==> src/rtl/pixel_seq_readout.sv <==
// Frame sequencer for the pixel array: erase/expose/convert strobes, ADC ramp code,
// one-hot per-row read strobes and a valid/ready stream of captured rows.
module pixel_seq_readout #(
   parameter int ROWS      = 2,
   parameter int COLS      = 2,
   parameter int DW        = 8,
   parameter int ERASE_CYC = 5,
   parameter int READ_CYC  = 2,
   localparam int RW       = (ROWS > 1) ? $clog2(ROWS) : 1
) (
   input  logic                 clk,
   input  logic                 reset,
   input  logic                 start,
   input  logic                 continuous,
   input  logic [15:0]          expose_cycles,
   output logic                 erase,
   output logic                 expose,
   output logic                 convert,
   output logic [DW-1:0]        ramp_code,
   output logic [ROWS-1:0]      read,
   input  logic [COLS*DW-1:0]   pix_data,
   output logic [COLS*DW-1:0]   data_out,
   output logic [RW-1:0]        row_idx,
   output logic                 data_valid,
   input  logic                 data_ready,
   output logic                 busy,
   output logic                 frame_done,
   output logic [15:0]          frame_cnt
);

   localparam int M1   = (ERASE_CYC > READ_CYC) ? ERASE_CYC : READ_CYC;
   localparam int M2   = (M1 > (1 << DW)) ? M1 : (1 << DW);
   localparam int MAXC = (M2 > 65535) ? M2 : 65535;
   localparam int CW   = $clog2(MAXC + 1);

   typedef enum logic [2:0] {
      S_IDLE, S_ERASE, S_EXPOSE, S_CONVERT, S_READ, S_XFER, S_DONE
   } state_t;

   state_t        state, state_nx;
   logic [CW-1:0] cnt;
   logic [15:0]   exp_len;
   logic [RW-1:0] row;
   logic          phase_last;
   logic          row_last;

   // End of the timed phase currently running; cnt restarts at 0 on every state change.
   always_comb begin
      phase_last = 1'b0;
      case (state)
         S_ERASE:   phase_last = (cnt == CW'(ERASE_CYC - 1));
         S_EXPOSE:  phase_last = (cnt == CW'(exp_len) - CW'(1));
         S_CONVERT: phase_last = (cnt == CW'((1 << DW) - 1));
         S_READ:    phase_last = (cnt == CW'(READ_CYC - 1));
         default:   phase_last = 1'b0;
      endcase
   end

   assign row_last = (row == RW'(ROWS - 1));

   always_comb begin
      // NOTE: default assigned first so every path drives state_nx and no latch is inferred.
      state_nx = state;
      case (state)
         S_IDLE:    if (start || continuous) state_nx = S_ERASE;
         S_ERASE:   if (phase_last) state_nx = S_EXPOSE;
         S_EXPOSE:  if (phase_last) state_nx = S_CONVERT;
         S_CONVERT: if (phase_last) state_nx = S_READ;
         S_READ:    if (phase_last) state_nx = S_XFER;
         S_XFER:    if (data_ready) state_nx = row_last ? S_DONE : S_READ;
         S_DONE:    state_nx = continuous ? S_ERASE : S_IDLE;
         default:   state_nx = S_IDLE;
      endcase
   end

   // NOTE: clocked blocks use non-blocking assignments so all registers update together.
   always_ff @(posedge clk or negedge reset) begin
      if (!reset) state <= S_IDLE;
      else        state <= state_nx;
   end

   // NOTE: the captured row is reset too, because every output must read 0 during reset.
   always_ff @(posedge clk or negedge reset) begin
      if (!reset) begin
         cnt       <= '0;
         exp_len   <= 16'd1;
         row       <= '0;
         data_out  <= '0;
         row_idx   <= '0;
         frame_cnt <= 16'd0;
      end else begin
         if (state_nx != state)
            cnt <= '0;
         else if (state inside {S_ERASE, S_EXPOSE, S_CONVERT, S_READ})
            cnt <= cnt + CW'(1);

         if (state_nx == S_ERASE && state != S_ERASE)
            exp_len <= (expose_cycles == 16'd0) ? 16'd1 : expose_cycles;

         if (state == S_CONVERT)
            row <= '0;
         else if (state == S_XFER && data_ready && !row_last)
            row <= row + RW'(1);

         if (state == S_READ && phase_last) begin
            data_out <= pix_data;
            row_idx  <= row;
         end

         if (state == S_XFER && data_ready && row_last)
            frame_cnt <= frame_cnt + 16'd1;
      end
   end

   // Strobes are pure decodes of the state register, so they are mutually exclusive.
   always_comb begin
      erase      = (state == S_ERASE);
      expose     = (state == S_EXPOSE);
      convert    = (state == S_CONVERT);
      ramp_code  = (state == S_CONVERT) ? cnt[DW-1:0] : '0;
      data_valid = (state == S_XFER);
      busy       = (state != S_IDLE);
      frame_done = (state == S_DONE);
      read       = '0;
      if (state == S_READ) read[row] = 1'b1;
   end

endmodule
==> config.mk <==
export PLATFORM = sky130hd
export DESIGN_NAME = pixel_seq_readout
export DESIGN_NICKNAME = d
export VERILOG_FILES = /design/src/rtl/pixel_seq_readout.sv
export SDC_FILE = /design/constraint.sdc
export NUM_CORES = 1
export LEC_CHECK = 0
export CORE_MARGIN = 2
export CORE_UTILIZATION = 60
export CTS_BUF_LIST = sky130_fd_sc_hd__clkbuf_4
export DETAILED_ROUTE_END_ITERATION = 10
export DONT_BUFFER_PORTS = 1
export GPL_ROUTABILITY_DRIVEN = 0
export PLACE_DENSITY_LB_ADDON = 0.08
export SLEW_MARGIN = 5
export SYNTH_ARGS = -nofsm -noshare
export SYNTH_HDL_FRONTEND = slang
export SYNTH_SLANG_ARGS = --single-unit
==> constraint.sdc <==
create_clock -name clk -period 7.4 [get_ports clk]
set_clock_uncertainty 0.15 [all_clocks]
set_input_delay 2.22 -clock clk [delete_from_list [all_inputs] [get_ports clk]]
set_output_delay 2.22 -clock clk [all_outputs]
set_load 0.02 [all_outputs]
==> impl_metrics.py <==
metrics = {
    "status": {
        "outcome": "complete, no violations",
    },
    "detailed_routing": {
        "drt_first_pass_iters": 4,
        "drtIter0Drc": 140,
        "wirelength_met1_um": 3850,
        "drc": 0,
        "vias": 3071,
        "highest_layer": "met4",
        "avgRoutedWirePerCell_um": 18.7,
        "met3_length_um": 559,
        "ant_nets": 0,
        "via_per_inst": 6.37,
        "routed_wl_um": 9010,
        "wl_met2_um": 4420,
    },
    "logic_synthesis": {
        "synth_edf_count": 0,
        "synth_common_cells": "dfrtp_1 (68), nor2_1 (26), a21oi_1 (25), xnor2_1 (25), clkbuf_1 (22)",
        "synthDistinctLibCells": 63,
        "syn_area_mm2": 0.00407,
        "synth.net_count": 451,
        "postSynthCellCount": 411,
        "yosysMostFrequentCell": "dfrtp_1",
        "synthArstFlopShare_pct": 100,
        "synth.top_cell.area_share_pct": 41.8,
        "ys.flop_type": "dfrtp_1",
        "yosysWarnings": 0,
        "synth_area_per_cell_um2": 9.89,
        "yosysSeqAreaShare_pct": 42.5,
        "yosys.area.top_type": "dfrtp_1",
        "synth_seq_cells": 69,
        "synth_top_cells_by_area": "dfrtp_1 (42%), xnor2_1 (5.4%), mux2_1 (4.7%)",
    },
    "sta": {
        "grt_setup_unrepaired": "false",
        "drv_slew": 0,
        "fin_crit_ns": 4.63,
        "finalSetupViolCount": 0,
        "slew_headroom_pct": 14.6,
        "finalHoldViolations": 0,
        "max_freq_mhz": 216,
        "final.period_utilization_pct": 62.5,
        "worst_pin_slew_ns": 1.28,
        "final.setup.tns_ns": 0,
    },
    "clock_tree": {
        "root_buffer": "clkbuf_4",
        "ctsResizeCount": 0,
        "path_clk_slew_ns": 0.12,
        "htree_levels": 3,
        "cts_setup_buffers": 0,
        "clockBufferDepth": 2,
        "clkLatencyLatePin_ns": 0.42,
        "cts_tree": "yes",
        "cts_num_sinks": 69,
        "cts_hold_buf": 0,
        "cts-buffers-inserted": 9,
    },
    "worst_setup_path": {
        "worstPathRequired_ns": 5.03,
        "arrival_ns": 2.26,
        "reg2reg_to": "data_out[5]",
        "critPathCaptureType": "primary output",
        "worst_r2r_startpoint": "state[1]",
        "reg2reg_slack_ns": 3.43,
        "crit_type": "flop to primary output",
        "r2r_cells": 8,
        "path_max_fanout": 31,
        "startpoint_type": "flop",
    },
    "worst_hold_path": {
        "min-delay-start": "exp_len[0]",
        "worstHoldPathCells": 2,
        "whs_endpoint": "exp_len[0]",
        "hp-class": "flop to flop",
    },
    "global_route": {
        "overflow": 0,
        "track_usage_pct": 25.9,
        "grt_pass1_wl_um": 15000,
        "grt_pass1_vias": 3064,
        "grt_max_degree": 70,
        "antenna_found_initial": 0,
    },
    "floorplan": {
        "design.die.area_mm2": 0.00745,
        "core_mm2": 0.00668,
        "io_pins": 86,
        "die_y_um": 86.3,
        "rows": 30,
        "start_util_pct": 60.9,
        "die_w_um": 86.3,
    },
    "layout": {
        "diodes": 0,
        "fillers": 565,
        "final_nets": 437,
        "area_delta_synth_final_pct": 3.05,
        "final_cells": 482,
        "stdcell_area_mm2": 0.00419,
        "layout-drive-gt1-share_pct": 13.2,
        "final_util_pct": 62.7,
    },
    "pwr": {
        "power_mw": 0.608,
        "p_leak_nw": 1.76,
        "ir_drop_mv": 0.115,
        "p_per_area_mw_per_mm2": 145,
    },
    "placed_design": {
        "io_buffer_count": 0,
        "place_area_mm2": 0.00407,
        "dpl.hpwl_um": 6540,
        "placedCellCount": 466,
    },
    "flow_run": {
        "drv_cap": 0,
    },
}
[per-layer routing]
metal | vias to the layer above | track usage, %
met5 | - | 0
met4 | 0 | 10.5
met3 | 17 | 7.62
met2 | 88 | 40.8
met1 | 1500 | 33.8
li1 | 1466 | -
[metrics by stage]
stage               hold slack [ns]  worst slack [ns]
CTS                           0.423              2.78
floorplan                     0.354              3.61
finish                        0.426              2.77
detailed placement            0.406              3.28
global placement              0.402              3.33
global route                  0.452              2.64
[power by group]
| part | total [mW] | switching [mW] | internal (mW) |
|---|---|---|---|
| Combinational | 0.00481 | 0.00179 | 0.00302 |
| Clock | 0.213 | 0.143 | 0.0697 |
| Sequential | 0.390 | 0.00884 | 0.381 |
[registers in the layout, indices dropped and copies added (netlist names)]
| name | flops |
|---|---|
| exp_len | 16 |
| cnt | 16 |
| frame_cnt | 16 |
| data_out | 16 |
| row_idx | 1 |
| row | 1 |
| state | 3 |
[final cells by class]
| cell class | instances | area (um2) | share of cell area (%) |
|---|---|---|---|
| flip-flops and latches | 69 | 1730 | 41.2 |
| inverters | 10 | 37.5 | 0.896 |
| multi-input cells | 306 | 2200 | 52.5 |
| well taps | 80 | 100 | 2.39 |
| clock buffers | 9 | 67.6 | 1.61 |
| clock inverters | 7 | 50.0 | 1.19 |
| repair buffers | 1 | 7.51 | 0.179 |
[critical path, cell delays in order (launching register included)]
cell	delay, ns
dfrtp_1	0.93
inv_1	0.28
nor3_1	0.62
[kinds of logic (layout without fill, tap and decap cells)]
kind of cell	count (synthesis)	after routing	synth area share, %
buf+inv	36	27	3.42
mux	35	35	9.57
compound gates	69	69	12.1
simple gates	157	157	22.5
fa+ha+maj	3	3	0.923
xor+xnor	42	42	9.05
flops	69	69	42.5
[placed cells by master, fill, tap and decap left out, drive strengths merged, types with 5 or more instances in the layout]
master and count:
dfrtp 68, mux2 31, nor2 26, xnor2 25, a21oi 25, nand2 21, nand3 17, xor2 17
and3 15, inv 12, nor3 11, o21ai 10, clkbuf 9, or3 9, nor2b 8, nand4 8
nor4 8, or4 8, nand2b 6, and2 5
[worst max path at each step]
stage                     startpoint           end  cells after the start
after floorplan             state[0]  ramp_code[0]                      4
after global placement      state[0]  ramp_code[4]                      2
after detailed placement    state[0]  ramp_code[4]                      2
after CTS                   state[0]  ramp_code[4]                      2
after global routing        state[0]  ramp_code[4]                      2
final                       state[0]  ramp_code[4]                      2
Note: power is estimated with default switching activity, not from simulation.
